[config.mk]
export PLATFORM = sky130hd
export DESIGN_NAME = l2_bus_arbiter
export DESIGN_NICKNAME = d
export VERILOG_FILES = /design/src/rtl/l2_arb_pkg.sv /design/src/rtl/rr_arb2.sv /design/src/rtl/l2_bus_arbiter.sv
export SDC_FILE = /design/constraint.sdc
export NUM_CORES = 1
export LEC_CHECK = 0
export CAP_MARGIN = 20
export CORE_MARGIN = 3
export CORE_UTILIZATION = 34
export DETAILED_ROUTE_END_ITERATION = 10
export PLACE_DENSITY = 0.77
export SLEW_MARGIN = 20
export SYNTH_ARGS = -nofsm -noshare
export SYNTH_HDL_FRONTEND = slang
export SYNTH_SLANG_ARGS = --single-unit
[constraint.sdc]
create_clock -name clk -period 1.8 [get_ports clk]
set_input_delay 0.36 -clock clk [delete_from_list [all_inputs] [get_ports clk]]
set_output_delay 0.36 -clock clk [all_outputs]
set_load 0.01 [all_outputs]
[src/rtl/l2_arb_pkg.sv]
// Shared types and constants for the L1-to-L2 bus arbiter and its helpers.
package l2_arb_pkg;

  localparam int NUM_CORES = 2;

  localparam logic [1:0] ST_IDLE = 2'd0;
  localparam logic [1:0] ST_REQ  = 2'd1;
  localparam logic [1:0] ST_DONE = 2'd2;

  typedef enum logic [1:0] {
    IDLE = ST_IDLE,
    REQ  = ST_REQ,
    DONE = ST_DONE
  } arb_state_t;

  typedef logic core_id_t;

endpackage

[src/rtl/rr_arb2.sv]
// Two-way round-robin pick: a lone requester wins, a tie goes to whoever did not win last.
module rr_arb2
  import l2_arb_pkg::*;
(
  input  logic [1:0] req,
  input  core_id_t   last_grant,
  output core_id_t   gnt_id,
  output logic       gnt_any
);

  always_comb begin
    gnt_any = |req;
    gnt_id  = (req == 2'b11) ? ~last_grant : req[1];
  end

endmodule

[src/rtl/l2_bus_arbiter.sv]
// Serialises two L1 ports onto one L2 port: one access in flight, round-robin grants,
// a one-cycle snoop to the other core per grant, and a watchdog on every L2 access.
module l2_bus_arbiter
  import l2_arb_pkg::*;
#(
  parameter int ADDR_WIDTH     = 32,
  parameter int DATA_WIDTH     = 32,
  parameter int TIMEOUT_CYCLES = 64
) (
  input  logic                  clk,
  input  logic                  rst,
  input  logic                  core_req_valid  [0:NUM_CORES-1],
  input  logic                  core_req_wr     [0:NUM_CORES-1],
  input  logic [ADDR_WIDTH-1:0] core_req_addr   [0:NUM_CORES-1],
  input  logic [DATA_WIDTH-1:0] core_req_wdata  [0:NUM_CORES-1],
  output logic                  core_resp_valid [0:NUM_CORES-1],
  output logic [DATA_WIDTH-1:0] core_resp_rdata [0:NUM_CORES-1],
  output logic                  core_resp_err   [0:NUM_CORES-1],
  output logic                  snoop_valid     [0:NUM_CORES-1],
  output logic [ADDR_WIDTH-1:0] snoop_addr,
  output logic                  snoop_wr,
  output logic                  l2_req_valid,
  output logic                  l2_req_wr,
  output logic [ADDR_WIDTH-1:0] l2_req_addr,
  output logic [DATA_WIDTH-1:0] l2_req_wdata,
  input  logic                  l2_resp_valid,
  input  logic [DATA_WIDTH-1:0] l2_resp_rdata,
  output logic [1:0]            state_dbg
);

  localparam int TW = $clog2(TIMEOUT_CYCLES);
  localparam logic [TW-1:0] TIMER_MAX = TW'(TIMEOUT_CYCLES - 1);

  arb_state_t    state;
  core_id_t      owner;
  core_id_t      last_grant;
  core_id_t      gnt_id;
  logic          gnt_any;
  logic [TW-1:0] timer;

  assign state_dbg = state;

  rr_arb2 u_rr_arb2 (
    .req        ({core_req_valid[1], core_req_valid[0]}),
    .last_grant (last_grant),
    .gnt_id     (gnt_id),
    .gnt_any    (gnt_any)
  );

  // Valid handshake: a core holds req_valid with stable fields until it sees its
  // one-cycle resp pulse; L2 sees l2_req_valid held until its one-cycle l2_resp_valid.
  always_ff @(posedge clk) begin
    if (rst) begin
      state           <= IDLE;
      owner           <= 1'b0;
      last_grant      <= 1'b1;
      timer           <= '0;
      l2_req_valid    <= 1'b0;
      l2_req_wr       <= 1'b0;
      l2_req_addr     <= '0;
      l2_req_wdata    <= '0;
      snoop_valid     <= '{default: 1'b0};
      snoop_addr      <= '0;
      snoop_wr        <= 1'b0;
      core_resp_valid <= '{default: 1'b0};
      core_resp_rdata <= '{default: '0};
      core_resp_err   <= '{default: 1'b0};
    end else begin
      // Snoop and response outputs are single-cycle pulses.
      snoop_valid     <= '{default: 1'b0};
      snoop_addr      <= '0;
      snoop_wr        <= 1'b0;
      core_resp_valid <= '{default: 1'b0};
      core_resp_rdata <= '{default: '0};
      core_resp_err   <= '{default: 1'b0};

      case (state)
        IDLE: begin
          if (gnt_any) begin
            owner               <= gnt_id;
            last_grant          <= gnt_id;
            timer               <= '0;
            l2_req_valid        <= 1'b1;
            l2_req_wr           <= core_req_wr[gnt_id];
            l2_req_addr         <= core_req_addr[gnt_id];
            l2_req_wdata        <= core_req_wdata[gnt_id];
            snoop_valid[~gnt_id] <= 1'b1;
            snoop_addr          <= core_req_addr[gnt_id];
            snoop_wr            <= core_req_wr[gnt_id];
            state               <= REQ;
          end
        end
        REQ: begin
          // A response arriving on the watchdog's last cycle still counts as success.
          if (l2_resp_valid || timer == TIMER_MAX) begin
            state                  <= DONE;
            l2_req_valid           <= 1'b0;
            l2_req_wr              <= 1'b0;
            l2_req_addr            <= '0;
            l2_req_wdata           <= '0;
            core_resp_valid[owner] <= 1'b1;
            core_resp_err[owner]   <= ~l2_resp_valid;
            core_resp_rdata[owner] <= (l2_resp_valid && !l2_req_wr) ? l2_resp_rdata : '0;
          end else begin
            timer <= timer + 1'b1;
          end
        end
        DONE: begin
          state <= IDLE;
          timer <= '0;
        end
        default: state <= IDLE;
      endcase
    end
  end

endmodule
# Word-level counts from Yosys, hierarchy flattened
# Cells that the tools add are included.
classes:
  addsub: 1
  magnitude_cmp: 5
  n_eq_ne: 7
  muxes: 33
  bitwise: 12
  n_reduce_logical: 15
ops:
  columns: ["cell", "n"]
  rows:
  - ["$mux 32", 11]
  - ["$pmux 32 s2", 2]
  - ["$and 64x64->64", 1]
  - ["$demux 32 s1", 1]
  - ["$pmux 6 s3", 1]
  - ["$mux 6", 2]
  - ["$mux 1", 9]
  - ["$not 1->1", 7]
  - ["$add 6x1->6 const B", 1]
  - ["$eq 6x6->1 const B", 1]
  - ["$ge 2x2->1 const B", 3]
  - ["$ne 2x2->1 const B", 3]
  - ["$not 1->2", 3]
  - ["$reduce_and 3->1", 2]
  - ["$reduce_or 3->1", 2]
  - ["$eq 2x2->1 const B", 2]
  - ["$lt 2x1->1 const B", 2]
  - ["$mux 2", 2]
  - ["$pmux 1 s2", 2]
  - ["$pmux 2 s2", 1]
  - ["$reduce_and 2->1", 2]
  - ["$logic_and 1x1->1", 3]
  - ["$reduce_bool 3->1", 1]
  - ["$and 2x2->2", 1]
  - ["other kinds (7)", 8]
word_totals:
  regBits: 179
  input_bits: 167
  word_cells: 91

# Depth between registers and ports, before layout
logic_depth:
  word_depth: 8
  ltp_mapped: 7
  mapped_depth_nobuf: 5

# Hierarchy
# From an unflattened synthesis, not the netlist that was laid out.
unflattened:
  hier_cells: 587
  hier_area_um2: 6364.9
by_module_without_submodules:
  columns: ["module", "n_inst", "cells_per_inst", "area_per_inst_um2", "seq_area_each_um2"]
  rows:
  - ["l2_bus_arbiter", 1, 585, 6351.1, 3583.4]
  - ["rr_arb2", 1, 2, 13.8, 0.0]

# Worst setup path after synthesis
# OpenSTA, ideal clock, no wires.
synth_timing:
  path_kind: "reg-to-reg"
  start: "register timer[0]"
  end: "register l2_req_wdata[10]"
  setup_time_ns: 0.125
  arrival_ns: 1.580
  t_required_ns: 1.675
  path_slack_ns: 0.095
  path_stages_with_launch: 8
  period_less_slack_ns: 1.705
  path_cell_list: "dfxtp_1 > ha_1 > and4_4 > a211oi_1 > o31a_1 > buf_6 > buf_2 > o2bb2ai_1"
synth_between:
  elab_chain_cells: 4
synth_rtl:
  columns: ["item", "line", "source"]
  rows:
  - ["start: declaration", "l2_bus_arbiter.sv:39", "logic [TW-1:0] timer;"]
  - ["start signal: assignment", "l2_bus_arbiter.sv:105", "timer <= timer + 1'b1;"]
  - ["$eq 6x6->1", "l2_bus_arbiter.sv:95", "if (l2_resp_valid || timer == TIMER_MAX) begin"]
  - ["$logic_or 1x1->1", "l2_bus_arbiter.sv:95", null]
  - ["$ne 2x2->1 (no source line)", null, null]
  - ["$reduce_and 3->1 (no source line)", null, null]
  - ["end signal: assignment", "l2_bus_arbiter.sv:86", "l2_req_wdata <= core_req_wdata[gnt_id];"]
  - ["end: declaration", "l2_bus_arbiter.sv:25", "output logic [DATA_WIDTH-1:0] l2_req_wdata,"]
# Every way passes these cells.
# A chain may end at the register's enable or synchronous reset.

# Worst setup path after layout
layout_timing:
  start: "register timer[1]"
  end: "register l2_req_addr[16]"
layout_between:
  elab_chain_cells: 4
layout_rtl:
  columns: ["item", "line", "source"]
  rows:
  - ["$eq 6x6->1", "l2_bus_arbiter.sv:95", null]
  - ["$logic_or 1x1->1", "l2_bus_arbiter.sv:95", null]
  - ["$ne 2x2->1 (no source line)", null, null]
  - ["$reduce_and 3->1 (no source line)", null, null]
  - ["end signal: assignment", "l2_bus_arbiter.sv:85", "l2_req_addr <= core_req_addr[gnt_id];"]
  - ["end: declaration", "l2_bus_arbiter.sv:24", "output logic [ADDR_WIDTH-1:0] l2_req_addr,"]
# Every way passes these cells.

==> flow_summary_export.csv <==
group,metric,value,unit
status,result_of_the_run,"completed",
yosys,synth-simple-area-share,14.9,%
setup_path,reg2reg_slack,0.05,ns
floorplanning,floorplan.die_area,18900,sq um
yosys,syn_nets,714,
yosys,synthesis.instances,546,
setup_path,critPathCaptureType,"register",
setup_path,slowest_delay,0.45,ns
drt,routed_via_density,4.76,
global_routing,grt_start_max_net_pins,60,
yosys,synth-edff-count,0,
floorplanning,placeableCoreArea,16800,sq um
layout,final_net_count,1067,
timing,timing.fmax,572,MHz
yosys,area_contributors_post_synth,"sky130_fd_sc_hd__dfxtp_1, sky130_fd_sc_hd__and3_1, sky130_fd_sc_hd__mux2i_1",
yosys,ys_types,41,
yosys,synth-adder-area-share,0.213,%
floorplanning,dieHeight,137,microns
timing,fin_skew,0.0157,ns
timing,worst_pin_slew,0.397,ns
clock_network,cts.path.max_buffers,2,
placement,port-buffer-count,337,
power_and_ir_drop,sequentialPowerShare,45.2,%
setup_path,worstPathRequired,2.12,ns
yosys,yosys-top-cells-count,"sky130_fd_sc_hd__dfxtp_1, sky130_fd_sc_hd__nand2_1, sky130_fd_sc_hd__and3_1, sky130_fd_sc_hd__a21oi_1, sky130_fd_sc_hd__a21o_1",
yosys,main_combinational_cell_family_by_area_after_synthesis,"simple AND/OR/NAND/NOR gates",
setup_path,path_cells,"ha_4 -> and4_4 -> a211oi_4 -> o31a_4 -> clkbuf_16 -> a21o_1",
floorplanning,num_io_pins,338,
timing,finalWorstPathRequiredPeriod,1.75,ns
power_and_ir_drop,power.total,9.53,mW
global_routing,antenna_violations_before_repair,0,
yosys,cell_accounting_for_the_most_synthesized_area,"sky130_fd_sc_hd__dfxtp_1",
timing,finalMaxSlewViolations,0,
yosys,synth_top_area_share,61.0,%
layout,drive_gt1_share,9.33,%
power_and_ir_drop,cellLeakagePower,4.63,nW
layout,num-fill-cells,1377,
drt,vias,5384,
timing,relSlewSlack,73.5,%
drt,detailed_route_wl,19300,microns
layout,multi_input_area,2130,sq um
placement,detailed_place_hpwl,14300,microns
power_and_ir_drop,power.ir.vdd_worst,0.672,mV
yosys,post_synth_xor_area_fraction,0,%
power_and_ir_drop,intPower,7.14,mW
placement,gpl.final_weighted_congestion,0.773,
setup_path,reg2regPathDepth,6,
clock_network,cts_inserted_buffers,17,
timing,setup_violations,0,
clock_network,cts_tree,"built",
setup_path,r2r_start,"timer[1]$_SDFFE_PP0P_",
hold_path,hp-class,"register to register",
yosys,synth_compound_gate_area_share,14.6,%
yosys,yosys.cell_count.top_type,"sky130_fd_sc_hd__dfxtp_1",
timing,setup_total_neg_slack,0,ns
setup_path,crit_start,"timer[1]$_SDFFE_PP0P_",
clock_network,clock-sinks,179,
timing,final_worst_slack,0.0509,ns
power_and_ir_drop,netSwitchingFraction,25.1,%
setup_path,critical_path_class,"register to register",
yosys,share_of_flip_flops_with_an_asynchronous_set_or_reset,0,%
yosys,count_of_state_elements_after_synthesis,179,
power_and_ir_drop,p_per_area,913,nW/um^2
clock_network,worst_skew_pair_later_pin_latency,0.42,ns
setup_path,worst_ep_arrival_time,2.07,ns
clock_network,htree_num_levels,4,
global_routing,grt_pass1_wl,27700,microns
setup_path,critPathLaunchType,"register",
setup_path,timing.rr.end,"l2_req_addr[16]$_SDFFE_PP0P_",
global_routing,grt_overall_usage,19.1,%
yosys,seq_area_frac_synth,61.0,%
global_routing,grt_pass1_vias,5272,
layout,area_delta_synth_final,77.6,%
layout,antenna-diode-count,0,
yosys,synth_ff_type,"sky130_fd_sc_hd__dfxtp_1",
placement,pre_cts_slack,-0.198,ns
drt,detail_route.iter0.violations,220,
layout,ff_latch_area,3590,sq um
floorplanning,die_w,137,microns
timing,final.period_utilization,97.2,%
clock_network,hold_buffers,0,
setup_path,worstSetupEndpoint,"l2_req_addr[16]$_SDFFE_PP0P_",
drt,postRouteAntennaNets,0,
yosys,synthesis.area_per_instance,10.8,sq um
run,max-cap-violations,0,
global_routing,gr-total-overflow,0,
clock_network,worst_setup_hold_path_clk_slew,0.07,ns
yosys,yosys_warnings,0,
setup_path,timing.critical_path.fanout_max,7,
power_and_ir_drop,p_comb_share,17.4,%
clock_network,cts.repair_timing.setup_buffer_count,0,
setup_path,critical_path.slowest_cell,"sky130_fd_sc_hd__o31a_4",
drt,avgRoutedWirePerCell,17.1,microns
drt,drt_pass1_iterations,4,
clock_network,cts_root_buf,"sky130_fd_sc_hd__clkbuf_16",
power_and_ir_drop,net-switching-power,2.39,mW
drt,drc_errors,0,
floorplanning,initial_core_util,35.1,%
timing,hold_viol_final,0,
floorplanning,floorplan.rows,47,
power_and_ir_drop,clkPwrFrac,37.4,%
yosys,synthesis.area,5880,sq um
yosys,synth.mux.area_fraction,5.45,%
timing repair:
action | in CTS | in global routing
gates resized for setup | 5 | 11
endpoints found under the hold margin | 0 | 0
gates cloned | 0 | 4
setup endpoints to repair | 8 | 74
pin swaps | 1 | 4
area by class of cell:
cell class / instances / area share [%]
repair buffers: 377 / 37.0
clock inverters: 11 / 1.13
flip-flops and latches: 179 / 34.4
well taps: 220 / 2.64
multi-input cells: 321 / 20.4
inverters: 3 / 0.108
clock buffers: 20 / 4.28
flip-flops by register name (all words and copies together), names as in the netlist, 6 cells and up:
register	count
core_resp_rdata	64
l2_req_addr	32
l2_req_wdata	32
snoop_addr	32
timer	6
logic make-up (layout without fill, tap and decap cells):
| kind of cell | count (synthesis) | count (layout) |
|---|---|---|
| buffers and inverters | 46 | 411 |
| adder cells (fa/ha/maj) | 1 | 1 |
| flip-flops | 179 | 179 |
| AND/OR/NAND/NOR | 170 | 170 |
| AO/OA/AOI/OAI | 118 | 118 |
| multiplexers | 32 | 32 |
routing by layer:
layer	up-vias	track usage (%)	routed length, microns
met4	0	7.59	352
met5	-	0	0
met2	250	32.9	9500
li1	2622	-	-
met3	22	7.74	2080
met1	2490	20.8	7360
cells in the final DEF (no fill, tap or decap), drive strengths merged, types with 2 or more instances in the layout:
cell type / instances
inv: 8
clkdlybuf4s50: 332
buf: 37
nand3: 5
o221a: 2
o211ai: 4
a211oi: 2
o21ai: 2
clkbuf: 23
mux2i: 32
dlymetal6s2s: 3
dlygate4sd2: 2
nor2: 5
clkinv: 3
dfxtp: 179
a21oi: 36
nand2: 77
nor2b: 3
a21o: 33
nor3: 6
and3: 64
o2bb2ai: 32
nand4: 2
clkinvlp: 2
metrics by stage:
step	hold WS (ns)	util, %	cells	area (sq um)
6_report	0.450	62.3	1131	10400
5_1_grt	0.466	62.3	1131	10400
4_1_cts	0.453	61.5	1127	10300
3_5_place_dp	0.438	58.1	1096	9740
3_3_place_gp	0.432	58.1	1096	9740
2_1_floorplan	0.460	-	546	5880
power groups by stage:
stage | registers (mW) | clock network, mW | logic [mW]
final | 4.31 | 3.57 | 1.66
after detailed placement | 4.39 | 0 | 1.61
after CTS | 4.30 | 3.65 | 1.62
after global placement | 4.39 | 0 | 1.61
after floorplan | 4.47 | 0 | 0.463
after global routing | 4.33 | 3.80 | 1.78
worst min path at each step:
stage,end,cells past startpoint,from
after floorplan,timer[1]$_SDFFE_PP0P_,2,timer[1]$_SDFFE_PP0P_
after global placement,l2_req_addr[1]$_SDFFE_PP0P_,1,l2_req_addr[1]$_SDFFE_PP0P_
after detailed placement,l2_req_addr[12]$_SDFFE_PP0P_,1,l2_req_addr[12]$_SDFFE_PP0P_
after CTS,l2_req_addr[27]$_SDFFE_PP0P_,1,l2_req_addr[27]$_SDFFE_PP0P_
after global routing,l2_req_addr[27]$_SDFFE_PP0P_,1,l2_req_addr[27]$_SDFFE_PP0P_
final,l2_req_addr[27]$_SDFFE_PP0P_,1,l2_req_addr[27]$_SDFFE_PP0P_
worst max-delay path, delay by kind of cell, from the launching register on:
family / cells / cell delay (ns)
simple gates: 1 / 0.25
flops: 1 / 0.35
fa+ha+maj: 1 / 0.14
buf+inv: 1 / 0.19
compound gates: 3 / 0.71
Power figures use the tool's default switching activity.
